--- src/rtl/cfg_loader.sv ---
// cfg_loader: serial configuration loader with CRC-8 check and readback.
// A bitstream of CFG_W bits followed by an 8-bit CRC (MSB first) is
// shifted into a shadow register. On a CRC match the shadow is copied to
// the switch-control bus `c` in a single cycle. Readback streams `c`
// LSB first, followed by its CRC-8 MSB first.
module cfg_loader #(
  parameter int          CFG_W    = 248,
  parameter int          CNT_W    = 8,
  parameter logic [7:0]  CRC_POLY = 8'h07
) (
  input  logic             clk,
  input  logic             rst,
  input  logic             start,
  input  logic             rb_req,
  input  logic             in_valid,
  input  logic             in_bit,
  output logic             in_ready,
  output logic             out_valid,
  output logic             out_bit,
  output logic             out_last,
  input  logic             out_ready,
  output logic [CFG_W-1:0] c,
  output logic             busy,
  output logic             done,
  output logic             err
);

  typedef enum logic [2:0] {
    ST_IDLE    = 3'd0,
    ST_LOAD    = 3'd1,
    ST_CRC_RX  = 3'd2,
    ST_COMMIT  = 3'd3,
    ST_ERROR   = 3'd4,
    ST_RB_DATA = 3'd5,
    ST_RB_CRC  = 3'd6
  } state_t;

  localparam logic [CNT_W-1:0] LAST_DATA = CNT_W'(CFG_W - 1);
  localparam logic [CNT_W-1:0] LAST_CRC  = CNT_W'(7);
  localparam logic [CNT_W-1:0] CNT_ONE   = CNT_W'(1);
  localparam logic [CNT_W-1:0] CNT_ZERO  = CNT_W'(0);

  // One bit-serial CRC-8 step: no reflection, polynomial with implicit x^8.
  function automatic logic [7:0] crc8_step(input logic [7:0] crc_in, input logic b);
    logic fb;
    fb = crc_in[7] ^ b;
    crc8_step = {crc_in[6:0], 1'b0} ^ (fb ? CRC_POLY : 8'h00);
  endfunction

  state_t             state_q, state_d;
  logic [CFG_W-1:0]   c_q, c_d;
  logic [CFG_W-1:0]   shadow_q, shadow_d;
  logic [CFG_W-1:0]   rb_q, rb_d;
  logic [7:0]         crc_q, crc_d;
  logic [7:0]         rx_crc_q, rx_crc_d;
  logic [CNT_W-1:0]   cnt_q, cnt_d;
  logic               err_q, err_d;

  logic               in_acc_s;
  logic               out_acc_s;
  logic [7:0]         rx_crc_next_s;

  // Outputs are pure decodes of registered state, so reset clears them at once.
  assign in_ready  = (state_q == ST_LOAD) || (state_q == ST_CRC_RX);
  assign out_valid = (state_q == ST_RB_DATA) || (state_q == ST_RB_CRC);
  assign out_bit   = (state_q == ST_RB_DATA) ? rb_q[0] :
                     (state_q == ST_RB_CRC)  ? crc_q[3'd7 - cnt_q[2:0]] : 1'b0;
  assign out_last  = (state_q == ST_RB_CRC) && (cnt_q == LAST_CRC);
  assign busy      = (state_q != ST_IDLE) && (state_q != ST_ERROR);
  assign done      = (state_q == ST_COMMIT);
  assign err       = err_q;
  assign c         = c_q;

  assign in_acc_s      = in_valid & in_ready;
  assign out_acc_s     = out_valid & out_ready;
  assign rx_crc_next_s = {rx_crc_q[6:0], in_bit};

  // State register and datapath flops.
  always_ff @(posedge clk or posedge rst) begin
    if (rst) begin
      state_q  <= ST_IDLE;
      c_q      <= '0;
      shadow_q <= '0;
      rb_q     <= '0;
      crc_q    <= 8'h00;
      rx_crc_q <= 8'h00;
      cnt_q    <= '0;
      err_q    <= 1'b0;
    end else begin
      state_q  <= state_d;
      c_q      <= c_d;
      shadow_q <= shadow_d;
      rb_q     <= rb_d;
      crc_q    <= crc_d;
      rx_crc_q <= rx_crc_d;
      cnt_q    <= cnt_d;
      err_q    <= err_d;
    end
  end

  // Next-state and datapath update logic.
  always_comb begin
    state_d  = state_q;
    c_d      = c_q;
    shadow_d = shadow_q;
    rb_d     = rb_q;
    crc_d    = crc_q;
    rx_crc_d = rx_crc_q;
    cnt_d    = cnt_q;
    err_d    = err_q;

    case (state_q)
      ST_IDLE, ST_ERROR: begin
        if (start) begin
          state_d = ST_LOAD;
          cnt_d   = CNT_ZERO;
          crc_d   = 8'h00;
          err_d   = 1'b0;
        end else if (rb_req) begin
          state_d = ST_RB_DATA;
          rb_d    = c_q;
          cnt_d   = CNT_ZERO;
          crc_d   = 8'h00;
        end else begin
          state_d = state_q;
        end
      end

      ST_LOAD: begin
        if (start) begin
          cnt_d = CNT_ZERO;
          crc_d = 8'h00;
        end else if (in_acc_s) begin
          shadow_d = {in_bit, shadow_q[CFG_W-1:1]};
          crc_d    = crc8_step(crc_q, in_bit);
          if (cnt_q == LAST_DATA) begin
            state_d  = ST_CRC_RX;
            cnt_d    = CNT_ZERO;
            rx_crc_d = 8'h00;
          end else begin
            cnt_d = cnt_q + CNT_ONE;
          end
        end else begin
          state_d = ST_LOAD;
        end
      end

      ST_CRC_RX: begin
        if (start) begin
          state_d = ST_LOAD;
          cnt_d   = CNT_ZERO;
          crc_d   = 8'h00;
        end else if (in_acc_s) begin
          rx_crc_d = rx_crc_next_s;
          if (cnt_q == LAST_CRC) begin
            cnt_d = CNT_ZERO;
            if (rx_crc_next_s == crc_q) begin
              // c is loaded on entry so it shows the new value while done is high.
              state_d = ST_COMMIT;
              c_d     = shadow_q;
            end else begin
              state_d = ST_ERROR;
              err_d   = 1'b1;
            end
          end else begin
            cnt_d = cnt_q + CNT_ONE;
          end
        end else begin
          state_d = ST_CRC_RX;
        end
      end

      ST_COMMIT: begin
        state_d = ST_IDLE;
      end

      ST_RB_DATA: begin
        if (out_acc_s) begin
          rb_d  = {1'b0, rb_q[CFG_W-1:1]};
          crc_d = crc8_step(crc_q, rb_q[0]);
          if (cnt_q == LAST_DATA) begin
            state_d = ST_RB_CRC;
            cnt_d   = CNT_ZERO;
          end else begin
            cnt_d = cnt_q + CNT_ONE;
          end
        end else begin
          state_d = ST_RB_DATA;
        end
      end

      ST_RB_CRC: begin
        if (out_acc_s) begin
          if (cnt_q == LAST_CRC) begin
            state_d = ST_IDLE;
            cnt_d   = CNT_ZERO;
          end else begin
            cnt_d = cnt_q + CNT_ONE;
          end
        end else begin
          state_d = ST_RB_CRC;
        end
      end

      default: begin
        state_d = ST_IDLE;
      end
    endcase
  end

endmodule

--- config.mk ---
export PLATFORM = sky130hd
export DESIGN_NAME = cfg_loader
export DESIGN_NICKNAME = d
export VERILOG_FILES = /design/src/rtl/cfg_loader.sv
export SDC_FILE = /design/constraint.sdc
export NUM_CORES = 1
export LEC_CHECK = 0
export BUFFER_PORTS_ARGS = -buffer_cell sky130_fd_sc_hd__buf_2
export CORE_MARGIN = 10
export CORE_UTILIZATION = 40
export CTS_CLUSTER_SIZE = 12
export DETAILED_ROUTE_END_ITERATION = 8
export GPL_TIMING_DRIVEN = 0
export PLACE_DENSITY = 0.61
export SLEW_MARGIN = 10
export SYNTH_ARGS = -nofsm -noshare
export SYNTH_HDL_FRONTEND = slang
export SYNTH_SLANG_ARGS = --single-unit
--- constraint.sdc ---
create_clock -name clk -period 39.3 [get_ports clk]
set_input_delay 11.79 -clock clk [delete_from_list [all_inputs] [get_ports clk]]
set_output_delay 11.79 -clock clk [all_outputs]
set_load 0.05 [all_outputs]
# Yosys cells after proc, flatten, opt, wreduce, memory -nomap -nowiden
# Cells that the tools add are included.
# Widths: inputs -> output; s select.
# totals
in_bits	7
latch_bits	0
memories	0
ff_bits	771
ram_bits	0
rom_bits	0
elab_cells	120
out_inout_bits	255
# classes
n_mul	0
n_lt_le_gt_ge	1
div_mod_pow	0
add_sub_neg	2
muxes	52
bitwise	7
eq_ne	30
reduce_logical	20
shift	0
# op_table
op	count
$mux 248	3
$pmux 248 s2	1
$mux 8	14
$mux 3	15
$pmux 8 s5	1
$mux 7	5
$pmux 8 s4	1
$reduce_and 6->1	4
$ne 2x2->1 const B	11
$xor 8x3->8	2
$pmux 3 s5	1
$pmux 7 s2	1
$ne 3x3->1 const B	4
$reduce_and 5->1	2
$eq 3x3->1 const B	3
$ne 3x2->1 const B	3
$add 8x1->8 const B	1
$eq 8x3->1 const B	1
$eq 8x8->1	1
$eq 8x8->1 const B	1
$mux 1	8
$eq 3x2->1 const B	2
$reduce_bool 2->1	3
$reduce_bool 5->1	1
18 further kinds	23

# Logic depth before layout (Yosys ltp)
# Gate-level depths: netlist of the first run.
# depth
word_depth	6
mapped_depth	9
ltp_nobuf	6

# Worst setup path before layout of the first run
# No wires, ideal clock.
# synth_path
kind	register to output
startpoint	register cnt_q[1]
endpoint	output port out_bit
n_path_buf	0
required_ps	27510
slack_ps	25854
path_stages_with_launch	6
arrival_time_ps	1656
cell_sequence	dfrtp_1 > mux4_2 > nand2_1 > a21oi_1 > a21oi_1 > nor2b_1
# synth_via
elab_chain_len	5
# synth_lines
item	line_no	rtl
start: declaration	56	logic [CNT_W-1:0] cnt_q, cnt_d;
start signal: assignment	96	cnt_q <= cnt_d;
$sub 3x3->3	67	(state_q == ST_RB_CRC) ? crc_q[3'd7 - cnt_q[2:0]] : 1'b0;
$bmux 1 s3	67	
$mux 1 (implied by the code)	67	
$mux 1	67	
$mux 1	66	assign out_bit = (state_q == ST_RB_DATA) ? rb_q[0] :
end: declaration	19	output logic out_bit,
# No other way between the ends. The select of a mux whose other input is x is not followed.

# Final worst setup path of the first run
# Ends and elaborated chain as after synthesis.

==> results of run 1 <==
logic make-up after synthesis:
logic type	synth area share, %
buffers and inverters	3.45
adder cells (fa/ha/maj)	0.0389
flip-flops	60.0
multiplexers	20.0
XOR/XNOR	0.272
AND/OR/NAND/NOR	10.1
AO/OA/AOI/OAI	6.08
Yosys cell counts (2+ instances only):
library cell,count
and3_1,7
o2bb2ai_1,2
nand3_1,4
a21o_1,2
xnor2_1,10
dfrtp_1,771
nand4_1,3
buf_12,22
o211ai_1,2
buf_4,2
buf_2,30
a31oi_1,250
a21oi_1,10
mux4_2,2
o22ai_1,2
a22o_1,7
buf_1,21
nor2_1,267
buf_6,4
nand2b_1,4
mux2_2,299
mux2_4,200
clkbuf_1,95
nand2_1,534
inv_1,6
nor3_1,3
o21ai_0,27
a221o_1,2
a32oi_1,2
and2_1,2
nor2b_1,11
worst max-delay path by stage:
stage	from	end	depth (start not counted)	slack [ps]
floorplan	rst	c[0]	1	5870
global placement	rst	shadow_q[193]	2	-1230
finish	cnt_q[1]	out_bit	6	25200
global route	cnt_q[0]	out_last	5	25060
detailed placement	start	shadow_q[90]	7	24940
CTS	cnt_q[1]	out_bit	6	25130
power by group through the flow:
stage | Combinational [uW] | Clock, uW | Sequential [uW]
6_report | 435 | 773 | 1020
5_1_grt | 496 | 830 | 1030
4_1_cts | 441 | 796 | 1020
3_5_place_dp | 441 | 0 | 1030
3_3_place_gp | 419 | 0 | 1020
2_1_floorplan | 334 | 0 | 1010
layer usage:
layer  vias up  track usage, %  part of all wire (%)
li1       9712               -                     -
met1     10400            20.9                    44
met2       441            25.9                    48
met3       126            3.71                   5.7
met4         0            5.45                   2.9
met5         -               0                     0
layout make-up:
class                           count  area [um2]
Clock inverter                     26         308
Clock buffer                      121        2400
Tap cell                         1050        1310
Buffer                            174        1090
Sequential cell                   771       19300
Timing Repair Buffer              269        1510
Multi-Input combinational cell   1665       11700
Fill cell                        7152       41700
Antenna cell                        1        2.50
Inverter                            6        30.0
sequential cells by signal (all words and copies together), names as in the netlist:
signal and cells:
err 1, state_q 3, cnt_q 8, c 248, shadow_q 248, rx_crc_q 7
crc_q 8, rb_q 248
metrics by stage:
stage / std cells / power (uW) / hold slack [ps] / utilization (%)
floorplan: 2616 / 1340 / 470 / -
finish: 4083 / 2220 / 496 / 47.5
global placement: 3927 / 1440 / 492 / 43.8
detailed placement: 3935 / 1470 / 493 / 44.1
CTS: 4082 / 2250 / 501 / 47.5
global route: 4082 / 2360 / 519 / 47.5
==> metrics, run 1 <==
status completed; CP endpoint kind output pin; aggregate routed wire length 74.0 mm; Clk pwr share 34.8%; Syn Inst Count 2,616; Worst path most repeated cell a21oi_1; Avg Cell Area, Syn 12.3 um2; flop2flop setup slack 36,090 ps; First DRT Iteration DRCs 1,273; CTS tree built; critical path startpoint category flop; die area 92,100 um2; async set-or-reset flop fraction in the synthesized netlist 100%; Final Cycle Share 35.9%; clock skew 25.6 ps; Net Count, Synth 2,624; initial antenna violation count 0; r2r endpoint rb_q[244]; Final Setup Violations 0; share of total power in combinational logic 19.6%; power density cells 59.0 nW/um2; Final Hold Vio Count 0; Ports 262; Worst slew margin 13.8%; P_int 1550 uW; most common cell after layout, fill and taps aside dfrtp_1; layout cells sized above 1 31.6%; Worst Path Required 27,510 ps; reg2reg start state_q[2]; largest cells by area after synthesis dfrtp_1, mux2_2, mux2_4; CP delay by family, top multiplexers; # port buffers 261; Initial Util 40.5%; CP max stage cell mux4_2; Synth-to-Final Area Change 17.3%; EDFF count, synth 0; min setup slack post-route 25,200 ps; Lkg Pwr 0.0178 uW; die width 303 um; Final GP Congestion 0.843; clock sinks 771; CTS root buffer clkbuf_16; critical path data arrival time 2310 ps; post-synthesis register bit count 771; post-synthesis sequential area ratio 60.0%; Longest Clk Path Bufs 3; worst hold path class reg -> reg; Yosys top cell by area dfrtp_1; setup TNS 0 ps; HP Start shadow_q[0]; VDD IR max 0.0000336 V; Via Count 20,700; CTS buffer count 84; Yosys Warn Count 0; pin count of the biggest net entering global routing 125; Yosys cell types 44; depth of the most critical reg-to-reg path 7; crit path cell chain mux4_2, nand2_1, a21oi_1, a21oi_1, nor2b_1, buf_2; fin. max-slew vios 0; most frequent cells in the layout dfrtp_1, nand2_1, mux2_2; hold buffers post-CTS 0; Post-DP Area 35,000 um2; worst-path maximum fanout 5; # rows 103; Hold EP c[0]; top cell type's share of synthesized area 60.0%; clock slew at reported path FFs 60 ps; sequential power share 45.7%; antenna viol nets, final 0; Max Clk Rate 0.0709 GHz; worst skew pair latency 630 ps; Post-Syn Area 32,100 um2; CP peak stage delay 530 ps; nets 2,979; HPWL after detailed placement 52.2 mm; DRT Pass-1 Iters 5; switching power 676 uW; Via density 5.08; CORE AREA 79,400 um2; buffers inserted by post-CTS timing repair 0; gr usage total 16.0%; Tmin final 14,100 ps; DP Worst Slack 24,940 ps; number of global-route vias before repair 21,500; first-pass GRT wire length 120 mm; Remaining DRCs 0; RSZ-0062 raised after global routing no; Bufs and invs on worst path 1; max_cap viols 0; worst slew pin tran 1290 ps; Setup CP Type reg -> out; gr ovfl total 0; Sw Share 30.4%; ys flop type dfrtp_1; CTS resizes 0; height of the die 303 um; Hold Path Depth 1; WL/cell 18.1 um; design area 37,700 um2; Max H-tree Level 3
(Power assumes the default switching activity.)
==> run 2, diff against run 1 <==
- PLACE_DENSITY: 0.61 -> 0.63
- clock period: 39.3 -> 11.9 ns (I/O delays scaled with it)
==> run 2 against run 1 <==
Compared with the run above: non-clock buffer count up 17; sequential share of layout area fell by 0.44 points; die area stayed put; critical path type unchanged; combinational power grew to 3.4 times the previous value; via count rose by 0.31%; cell area grew 0.86%; clock-buffer cell count fell by 2; clock power grew to 3.3 times the previous value; cell count is 0.29% higher; first-iteration DRC count is 12% higher; wire length is 0.62% higher.
==> metrics, run 2 (synthesis gave the netlist of run 1 again) <==
Bufs and invs on worst path 3 (+2); Via density 5.08 (about the same); most frequent cells in the layout dfrtp_1, nand2_1, mux2_2; gr ovfl total 0 (unchanged); most common cell after layout, fill and taps aside dfrtp_1; setup TNS 0 ps (unchanged); CTS resizes 0 (unchanged); worst setup path endpoint out_valid; Initial Util 40.5% (unchanged); layout cells sized above 1 32.1% (+0.47 points); hold buffers post-CTS 0 (unchanged); RSZ-0062 raised after global routing no; gr usage total 16.0% (about the same); # rows 103 (unchanged); Power, Total 7390 uW (+230%); Lkg Pwr 0.0180 uW (+0.85%); worst slew pin tran 1100 ps (-191 ps); reg2reg start state_q[0]; CTS tree built; CTS root buffer clkbuf_16; r2r endpoint rb_q[158]; flop2flop setup slack 8720 ps (-27,370 ps); critical path startpoint category flop; number of global-route vias before repair 21,000 (-2.2%); number of cells on the critical path 6 (unchanged); Final GP Congestion 0.841 (-0.19%); Final Hold Vio Count 0 (unchanged); Worst slew margin 26.5% (+13 points); Worst Path Required 8330 ps (-19,180 ps); die area 92,100 um2 (unchanged); CORE AREA 79,400 um2 (unchanged); WHS 496 ps (+0.177 ps); Longest Clk Path Bufs 3 (unchanged); worst-path maximum fanout 10 (+5); # port buffers 261 (unchanged); fillers 7,196 (+0.62%); crit path cell chain buf_2, nor2b_1, buf_2, nor2_1, nor2b_1, buf_2; fin. max-slew vios 0 (unchanged); Via Count 20,800 (+0.31%); buffers inserted by post-CTS timing repair 0 (unchanged); Final Cycle Share 48.9%; min setup slack post-route 6080 ps (-19,120 ps); die width 303 um (unchanged); worst skew pair latency 640 ps (about the same); Tmin final 5820 ps; CP delay by family, top buffers and inverters; CP endpoint kind output pin; antenna viol nets, final 0 (unchanged); pin count of the biggest net entering global routing 40 (-68%); CTS buffer count 84 (unchanged); initial antenna violation count 2 (+2); Ports 262 (unchanged); Max H-tree Level 3 (unchanged); height of the die 303 um (unchanged); First DRT Iteration DRCs 1,431 (+12%); Max Clk Rate 0.172 GHz; Final Setup Violations 0 (unchanged); power density cells 194 nW/um2 (+230%); clock skew 49.1 ps (+23.5 ps); CP max stage cell dfrtp_1; Worst path most repeated cell buf_2; CP peak stage delay 310 ps (-220 ps); status completed; DP Worst Slack 5530 ps (-19,400 ps); Storage cell area 19,300 um2 (unchanged); Setup CP Type reg -> out; VDD IR max 0.000121 V (+260%); worst hold path class reg -> reg; critical path data arrival time 2250 ps (-60 ps); max_cap viols 0 (unchanged); HPWL after detailed placement 52.9 mm (+1.4%); depth of the most critical reg-to-reg path 8 (+1); WL/cell 18.2 um (+0.32%); Remaining DRCs 0 (unchanged); Multi-input gate area 11,700 um2 (unchanged); Synth-to-Final Area Change 18.3%; nets 2,996 (+0.57%); clock sinks 771 (unchanged); first-pass GRT wire length 119 mm (-0.57%); Worst Setup SP state_q[0]; aggregate routed wire length 74.4 mm (+0.62%); DRT Pass-1 Iters 5 (unchanged); clock slew at reported path FFs 60 ps (about the same)
-- run 2: cell types whose count changed in the layout (fill, tap and decap cells not counted), sizes merged --
cell,delta
clkinv,-3
buf,+17
clkbuf,-2
clkinvlp,+1
inv,-1
-- run 2: final cells by class --
| type | count | share of cell area [%] |
|---|---|---|
| flip-flops and latches | 771 | 50.7 |
| multi-input cells | 1665 | 30.9 |
| clock buffers | 119 | 6.41 |
| repair buffers | 286 | 4.78 |
| well taps | 1050 | 3.46 |
| plain buffers | 174 | 2.86 |
| clock inverters | 23 | 0.777 |
| inverters | 6 | 0.0691 |
| diodes | 1 | 0.00658 |
-- run 2: power by group --
part / leakage, uW / switching, uW / internal (uW)
sequential: 0.0102 / 259 / 3090
clock: 0.00135 / 1070 / 1520
combinational: 0.00642 / 923 / 533
total: 0.0180 / 2250 / 5140
-- run 2: how the worst min path moves through the flow --
stage	slack, ps	cells after the start	start	to
2_1_floorplan	470	2	rx_crc_q[6]	rx_crc_q[6]
3_3_place_gp	490	2	rx_crc_q[6]	rx_crc_q[6]
3_5_place_dp	490	1	shadow_q[0]	shadow_q[0]
4_1_cts	500	1	shadow_q[226]	shadow_q[225]
5_1_grt	520	1	shadow_q[226]	shadow_q[225]
6_report	500	1	shadow_q[226]	shadow_q[225]
-- run 2: stage by stage --
stage               cell area, um2  cells  util [%]
CTS                          38000   4094      47.9
finish                       38000   4095      47.9
detailed placement           35300   3952      44.4
global route                 38000   4095      47.9
floorplan                    32200   2616         -
global placement             34800   3927      43.8
-- run 2: metal layers --
metal,vias to the layer above,wire [um],global-route usage (%)
met1,10500,32600,20.9
met4,0,2010,5.22
li1,9763,-,-
met5,-,0,0
met3,124,4600,3.99
met2,435,35200,25.8
==> run 3, diff against run 2 <==
- ABC_AREA: unset -> 1
- clock period: 11.9 -> 4.9 ns (I/O delays scaled with it)
==> run 3 against run 2 <==
Compared with the run above: cell count rose by 16%; non-clock buffer count grew 45; critical path type unchanged; cell area up 0.90%.
==> metrics, run 3 <==
Worst Path Required 3430 ps (-4900 ps); HPWL after detailed placement 57.3 mm (+8.3%); pin count of the biggest net entering global routing 40 (unchanged); layout cells sized above 1 21.5% (-11 points); reg2reg start state_q[1]; clock slew at reported path FFs 60 ps (about the same); status completed; Remaining DRCs 0 (unchanged); gr ovfl total 0 (unchanged); buffers inserted by post-CTS timing repair 0 (unchanged); ys flop type dfrtp_1; Final Hold Vio Count 0 (unchanged); post-synthesis sequential area ratio 59.7% (-0.36 points); met3 usage 3.25% (-0.75 points); Final Cycle Share 80.1%; Tmin final 3920 ps; Via Count 23,800 (+15%); die area 92,600 um2 (+0.56%); VDD IR max 0.000243 V (+100%); # port buffers 260 (-0.38%); depth of the most critical reg-to-reg path 8 (unchanged); power density cells 466 nW/um2 (+140%); hold buffers post-CTS 0 (unchanged); Max H-tree Level 3 (unchanged); number of global-route vias before repair 23,600 (+12%); worst slew pin tran 1190 ps (+83.0 ps); max_cap viols 0 (unchanged); Yosys top cell by area dfrtp_1; Worst Setup SP cnt_q[1]; gr usage total 17.3% (+1.3 points); flop2flop setup slack 1770 ps (-6950 ps); Synth-to-Final Area Change 18.6%; Max Clk Rate 0.255 GHz; aggregate routed wire length 81.2 mm (+9.1%); EDFF count, synth 0 (unchanged); # rows 104 (+0.97%); Avg Cell Area, Syn 9.98 um2 (-19%); DRT Pass-1 Iters 5 (unchanged); CTS resizes 0 (unchanged); critical path data arrival time 2450 ps (+200 ps); met2 GRT Util 28.5% (+2.7 points); r2r endpoint rb_q[57]; synth cell count leaders nand2_1, dfrtp_1, inv_1; crit path cell chain ha_1, nand2_1, nor2_1, nand4_1, nor2_1, buf_2; initial antenna violation count 4 (+2); Net Count, Synth 3,248 (+24%); worst skew pair latency 640 ps (about the same); first-pass GRT wire length 132 mm (+11%); fin. max-slew vios 0 (unchanged); Via density 5.03 (-0.97%); async set-or-reset flop fraction in the synthesized netlist 100% (unchanged); WHS 490 ps (-5.62 ps); Worst path most repeated cell nor2_1; RSZ-0062 raised after global routing no; met1 usage 22.8% (+1.9 points); Setup CP Type reg -> out; die width 304 um (+0.28%); clock sinks 771 (unchanged); CP max stage cell dfrtp_1; nets 3,619 (+21%); worst-path maximum fanout 7 (-3); CP peak stage delay 460 ps (+150 ps); largest cells by area after synthesis dfrtp_1, nand2_1, mux2_2; top cell type's share of synthesized area 59.7% (-0.36 points); post-synthesis register bit count 771 (unchanged); antenna viol nets, final 0 (unchanged); CTS buffer count 86 (+2.4%); most frequent cells in the layout nand2_1, dfrtp_1, buf_2; Ports 262 (unchanged); GRT busiest layer met2; CTS tree built; Yosys Warn Count 0 (unchanged); height of the die 304 um (+0.28%); WL/cell 17.1 um (-5.8%); Bufs and invs on worst path 1 (-2); Final Setup Violations 0 (unchanged); CP endpoint kind output pin; Syn Inst Count 3,240 (+24%); fillers 7,468 (+3.8%); number of cells on the critical path 6 (unchanged); Post-DP Area 35,400 um2 (+0.46%); worst setup path endpoint out_last; CP delay by family, top simple AND/OR/NAND/NOR gates; most common cell after layout, fill and taps aside nand2_1; critical path startpoint category flop; Longest Clk Path Bufs 3 (unchanged); Worst slew margin 21.0% (-5.5 points); design area 38,400 um2 (+0.90%); Yosys cell types 27 (-39%); cell with the most instances after synthesis nand2_1; Lkg Pwr 0.0194 uW (+8.0%); clock skew 24.0 ps (-25.1 ps); Final GP Congestion 0.845 (+0.43%); Post-Syn Area 32,300 um2 (+0.60%); First DRT Iteration DRCs 1,504 (+5.1%); CTS root buffer clkbuf_16; worst hold path class reg -> reg; CORE AREA 80,300 um2 (+1.1%); Initial Util 40.3% (-0.21 points)
[run 3: stage by stage]
stage | utilization, % | instances | setup TNS, ps | power, uW | setup WS [ps]
2_1_floorplan | - | 3240 | -5508870 | 10200 | -7150
3_3_place_gp | 43.6 | 4560 | -8944640 | 11400 | -11770
3_5_place_dp | 44.2 | 4583 | 0 | 11500 | 794
4_1_cts | 47.8 | 4740 | 0 | 18100 | 950
5_1_grt | 47.8 | 4740 | 0 | 18900 | 769
6_report | 47.8 | 4743 | 0 | 17900 | 977
[run 3: worst register-to-register path, delay by kind of cell, from the launching register on]
kind | cells | cell delay [ps]
DFF | 1 | 460
AOI/OAI and AO/OA | 2 | 350
buffers and inverters | 3 | 980
and+or+nand+nor | 3 | 1190
[run 3: how the worst min path moves through the flow]
stage	start	slack, ps	cells past startpoint	to
6_report	c[212]	490	2	c[212]
5_1_grt	c[119]	520	2	c[119]
4_1_cts	c[214]	490	2	c[214]
3_5_place_dp	c[214]	480	2	c[214]
3_3_place_gp	c[215]	480	2	c[215]
2_1_floorplan	shadow_q[246]	470	2	shadow_q[245]
[run 3: final cells by class]
class / count / area [um2] / area share, %
Antenna cell: 3 / 7.51 / 0.0196
Clock inverter: 28 / 342 / 0.890
Multi-Input combinational cell: 1954 / 10900 / 28.5
Sequential cell: 771 / 19300 / 50.3
Clock buffer: 129 / 2570 / 6.69
Timing Repair Buffer: 283 / 1780 / 4.63
Tap cell: 1060 / 1330 / 3.46
Buffer: 222 / 1020 / 2.66
Inverter: 293 / 1100 / 2.88
[run 3: kinds of logic (layout without fill, tap and decap cells)]
kind of cell | count (synthesis) | after routing | share of synthesized area (%)
other | 0 | 3 | 0
buffers and inverters | 515 | 955 | 6.55
xor gates and xnor gates | 7 | 7 | 0.190
AOI/OAI and AO/OA | 537 | 537 | 10.3
DFF | 771 | 771 | 59.7
muxes | 245 | 245 | 8.53
and+or+nand+nor | 1164 | 1164 | 14.8
adders and majority gates | 1 | 1 | 0.0387
[run 3: per-layer routing]
metal  part of all wire (%)  up-vias
met5                  0.017        -
li1                       -    11500
met1                     45    11700
met3                    4.9      133
met4                    2.7        4
met2                     48      462
[run 3: where the power goes]
| group | total (uW) | switching [uW] | internal [uW] |
|---|---|---|---|
| logic | 3960 | 2870 | 1090 |
| registers | 7390 | 261 | 7130 |
| clock network | 6550 | 2640 | 3900 |
